**src/rtl/tm1637_ctrl.sv**
```systemverilog
// TM1637 frame sequencer: sends the data command, the address command, the digit
// bytes and the display-control byte to an external byte writer, one latch per byte.
module tm1637_ctrl #(
  parameter int NUM_DIGITS    = 4,
  parameter bit INIT_ON_RESET = 1'b1
) (
  input  logic                    clk,
  input  logic                    rst_n,
  input  logic                    update,
  input  logic [8*NUM_DIGITS-1:0] digits,
  input  logic [2:0]              brightness,
  input  logic                    display_on,
  output logic                    busy,
  output logic                    frame_done,
  output logic                    wr_latch,
  output logic [7:0]              wr_byte,
  output logic                    wr_stop,
  input  logic                    wr_busy
);

  localparam int LAST = NUM_DIGITS + 2;
  localparam int KW   = $clog2(NUM_DIGITS + 3);
  localparam int TAB  = 1 << KW;
  localparam logic [KW-1:0] K_LAST = KW'(LAST);

  typedef enum logic [1:0] {IDLE, ISSUE, WAIT_ACC, WAIT_DONE} state_t;

  state_t                  state_reg, state_next;
  logic [KW-1:0]           k_reg, k_next;
  logic                    pending_reg, pending_next;
  logic                    started_reg, started_next;
  logic                    busy_reg, busy_next;
  logic                    done_reg, done_next;
  logic                    latch_reg, latch_next;
  logic [7:0]              byte_reg, byte_next;
  logic                    stop_reg, stop_next;
  logic [8*NUM_DIGITS-1:0] dig_snap_reg, dig_snap_next;
  logic [2:0]              bright_snap_reg, bright_snap_next;
  logic                    on_snap_reg, on_snap_next;

  // Byte/stop lookup for every frame index, built from the snapshot only.
  logic [7:0]     byte_tab [TAB];
  logic [TAB-1:0] stop_tab;

  genvar gi;
  generate
    for (gi = 0; gi < TAB; gi++) begin : g_tab
      if (gi == 0) begin : g_data_cmd
        assign byte_tab[gi] = 8'h40;
        assign stop_tab[gi] = 1'b1;
      end else if (gi == 1) begin : g_addr_cmd
        assign byte_tab[gi] = 8'hC0;
        assign stop_tab[gi] = 1'b0;
      end else if (gi < LAST) begin : g_digit
        assign byte_tab[gi] = dig_snap_reg[8*(gi-2) +: 8];
        assign stop_tab[gi] = (gi == LAST - 1);
      end else if (gi == LAST) begin : g_ctrl
        assign byte_tab[gi] = {4'b1000, on_snap_reg, bright_snap_reg};
        assign stop_tab[gi] = 1'b1;
      end else begin : g_unused
        assign byte_tab[gi] = 8'h00;
        assign stop_tab[gi] = 1'b0;
      end
    end
  endgenerate

  always_ff @(posedge clk or negedge rst_n) begin
    if (!rst_n) begin
      state_reg       <= IDLE;
      k_reg           <= '0;
      pending_reg     <= 1'b0;
      started_reg     <= 1'b0;
      busy_reg        <= 1'b0;
      done_reg        <= 1'b0;
      latch_reg       <= 1'b0;
      byte_reg        <= 8'h00;
      stop_reg        <= 1'b0;
      dig_snap_reg    <= '0;
      bright_snap_reg <= 3'd0;
      on_snap_reg     <= 1'b0;
    end else begin
      state_reg       <= state_next;
      k_reg           <= k_next;
      pending_reg     <= pending_next;
      started_reg     <= started_next;
      busy_reg        <= busy_next;
      done_reg        <= done_next;
      latch_reg       <= latch_next;
      byte_reg        <= byte_next;
      stop_reg        <= stop_next;
      dig_snap_reg    <= dig_snap_next;
      bright_snap_reg <= bright_snap_next;
      on_snap_reg     <= on_snap_next;
    end
  end

  always_comb begin
    state_next       = state_reg;
    k_next           = k_reg;
    pending_next     = pending_reg | update;
    started_next     = 1'b1;
    busy_next        = busy_reg;
    done_next        = 1'b0;
    latch_next       = 1'b0;
    byte_next        = byte_reg;
    stop_next        = stop_reg;
    dig_snap_next    = dig_snap_reg;
    bright_snap_next = bright_snap_reg;
    on_snap_next     = on_snap_reg;

    case (state_reg)
      IDLE: begin
        // A start request in the same cycle as the power-up request covers both.
        if (update || pending_reg) begin
          dig_snap_next    = digits;
          bright_snap_next = brightness;
          on_snap_next     = display_on;
          k_next           = '0;
          busy_next        = 1'b1;
          pending_next     = 1'b0;
          state_next       = ISSUE;
        end else begin
          pending_next = INIT_ON_RESET && !started_reg;
        end
      end
      ISSUE: begin
        latch_next = 1'b1;
        byte_next  = byte_tab[k_reg];
        stop_next  = stop_tab[k_reg];
        state_next = WAIT_ACC;
      end
      WAIT_ACC: begin
        if (wr_busy) state_next = WAIT_DONE;
      end
      WAIT_DONE: begin
        if (!wr_busy) begin
          if (k_reg == K_LAST) begin
            done_next  = 1'b1;
            busy_next  = 1'b0;
            state_next = IDLE;
          end else begin
            k_next     = k_reg + KW'(1);
            state_next = ISSUE;
          end
        end
      end
      default: state_next = IDLE;
    endcase
  end

  assign busy       = busy_reg;
  assign frame_done = done_reg;
  assign wr_latch   = latch_reg;
  assign wr_byte    = byte_reg;
  assign wr_stop    = stop_reg;

endmodule

```
**config.mk**
```make
export PLATFORM = sky130hd
export DESIGN_NAME = tm1637_ctrl
export DESIGN_NICKNAME = d
export VERILOG_FILES = /design/src/rtl/tm1637_ctrl.sv
export SDC_FILE = /design/constraint.sdc
export NUM_CORES = 1
export LEC_CHECK = 0
export CAP_MARGIN = 15
export CORE_MARGIN = 8
export CORE_UTILIZATION = 51
export DETAILED_ROUTE_END_ITERATION = 12
export GPL_TIMING_DRIVEN = 0
export MAX_ROUTING_LAYER = met4
export PLACE_DENSITY = 0.8
export SYNTH_ARGS = -nofsm -noshare
export SYNTH_HDL_FRONTEND = slang
export SYNTH_SLANG_ARGS = --single-unit
export TNS_END_PERCENT = 20
```
**constraint.sdc**
```tcl
create_clock -name clk -period 1.85 [get_ports clk]
set_input_delay 0.185 -clock clk [delete_from_list [all_inputs] [get_ports clk]]
set_output_delay 0.185 -clock clk [all_outputs]
set_load 0.02 [all_outputs]
```
==> impl_results.md <==
* Avg Cell Area, Syn at 12.91 µm²
* ANT cells at 0
* Dpl cells at 321
* CTS root buffer: clkbuf_8
* Final hold viol count at 0
* Post-route ant nets at 0
* Final period utilization at 0.9088
* Post-synth top area share at 0.5358
* First-pass GRT wire length at 9059 µm
* Final Max Tran Viols at 0
* GRT Total Usage at 0.1583
* Area delta synth->final at 29.47%
* Number of library cell types mapped by synthesis at 31
* Area contributors post-synth: dfrtp_1, mux2_2, ha_1
* Clk buf depth at 2
* Share of cells above drive strength 1 at 0.2765
* Site Rows at 26
* Total CTS buffers at 5
* H-tree depth at 2
* Initial core utilization at 0.5161
* RSZ-0062 raised after global routing: no
* Routed Wire Length at 5377 µm
* Critical Path Fanout Max at 10
* Post-synth top flop: dfrtp_1
* DRT Pass-1 Iters at 4
* Status: finished clean
* Core Util, Final at 0.6682
* GP Congestion at 0.8054
* IR drop worst, VDD at 0.7703 mV
* Iter 0 DRT Violations at 93
* Top-count cell post-synth: dfrtp_1
* WS Path Type: reg -> reg
* Slew HR at 0.6068
* Critical Path AT at 1910 ps
* # IOs at 52
* Syn Inst Count at 199
* Reg2reg start: k_reg[0]
* WP data required at 2080 ps
* Clock latency on the worst-skew pair at 300 ps
* Hold Path Class: in -> async
* EDFF count, synth at 0
* Non-Filler Instances at 334
* Top cells by count, synth: dfrtp_1, mux2_2, nor2_1, a21oi_1, mux2i_1
* Vias per inst at 5.254
* DR WL/cell at 16.10 µm
* CP max stage cell: dfrtp_1
* CP max stage delay at 370 ps
* CTS clk-pin slew, worst paths at 100 ps
* Die ar. at 7564 µm²
* Maximum clock rate at 0.5948 GHz
* Synth warn at 0
* Vias post-DR at 1755
* Nets@finish at 312
* Slew of the pin with the lowest slew margin at 589.8 ps
* Lkg Pwr at 0.001413 µW
* Seq/Total Area, Yosys at 0.5358
* Syn nets at 248
* Max reg flops at 32
* Post-Syn Area at 2569 µm²
* DP Wirelength at 3972 µm
* Cell Pwr Density at 1639 nW/µm²
* Die height at 86.97 µm
* Synthesis-stage register bit count at 55
* Worst setup EP type: flop
* Die width at 86.97 µm
* Total grt overflow at 0
* Max_cap viols at 0
* Cell taking the most area after synthesis: dfrtp_1
* Fin crit period at 1681 ps
* Core ar. at 4977 µm²
* Top delay family on crit path: buffers and inverters
* Crit-path cells: buf_2 -> inv_1 -> ha_1 -> a21boi_0 -> nand2b_1 -> mux2i_1
* Worst setup startpoint: k_reg[0]
* # setup viols final at 0
* IO Port Bufs at 51
* WP buf/inv at 2
* Clock net sink count at 55
* Crit start category: flop
* Skew final at 5.304 ps
* Fraction of registers with async set or reset after synthesis at 1.000
* TritonCTS clock tree: yes
* Initial antenna violation count at 0
* Vias in the first global route at 1882
* DRC errors left at 0
* Total negative slack at 0 ps
* Largest net degree at the start of global routing at 31
## final cells by class
class	count	area (µm²)
multi-input cells	128	1106
clock inverters	2	16.27
repair buffers	57	565.5
clock buffers	6	82.58
inverters	7	26.28
fillers	414	1652
well taps	70	87.58
plain buffers	9	63.81
flip-flops and latches	55	1378
## stage by stage
stage	instance area, µm²	hold slack (ps)	total power, µW	worst slack, ps
after floorplan	2569	-110.6	3907	255.9
after global placement	3167	482.8	4624	-1069
after detailed placement	3182	223.9	4719	35.40
after CTS	3291	420.3	5427	55.04
after global routing	3326	443.7	5842	9.333
final	3326	411.1	5451	168.7
## layout by cell type (no fill, tap or decap), types with 3 or more instances in the layout
master           netlist  routed
dfrtp_1               55      54
clkdlybuf4s50_1        0      50
buf_6                  3       3
nor2_1                11      11
a22oi_1                5       5
nand3b_1               6       6
buf_2                  2       3
a21oi_1               10      10
ha_1                   9       8
nand2_1                4       4
mux2_2                42      42
o21ai_0                8       8
buf_4                  1       5
inv_1                  7       7
clkbuf_8               0       6
mux2i_1               10      10
## layer usage
metal  up-vias  track usage  share of wire
li1        829            -              -
met1       879       0.1815           0.43
met2        41       0.2679           0.52
met3         6      0.03679          0.039
met4         0      0.05008          0.012
met5         -            -              0
## report_power, final
part / internal [µW] / switching (µW)
Combinational: 1410 / 1200
Sequential: 1800 / 345
Clock: 306 / 389
Total: 3510 / 1940
## logic make-up (layout without fill, tap and decap cells)
| family | after synthesis | count (layout) | synth area share |
|---|---|---|---|
| fa+ha+maj | 9 | 9 | 0.04384 |
| simple gates | 32 | 32 | 0.06575 |
| buf+inv | 16 | 81 | 0.03459 |
| other cells | 1 | 1 | 0.001460 |
| compound gates | 32 | 32 | 0.08379 |
| flops | 55 | 55 | 0.5358 |
| mux | 54 | 54 | 0.2348 |
## worst paths after layout
kind	endpoint	slack, ps	cells after the start
worst max-delay path	busy	170	6
worst min-delay path	dig_snap_reg[24]	410	2
worst max register to register	busy	170	6
worst min register to register	dig_snap_reg[30]	510	1
max in group asynchronous	state_reg[0]	860	3
min in group clk	dig_snap_reg[14]	480	2
## what timing repair did
| item | in CTS | in global routing |
|---|---|---|
| gates resized for setup | 0 | 4 |
| endpoints found under the setup margin | 0 | 37 |
| buffers inserted | 0 | 4 |
| endpoints found under the hold margin | 25 | 0 |
| hold buffers | 1 | 0 |
Power figures use the tool's default switching activity.
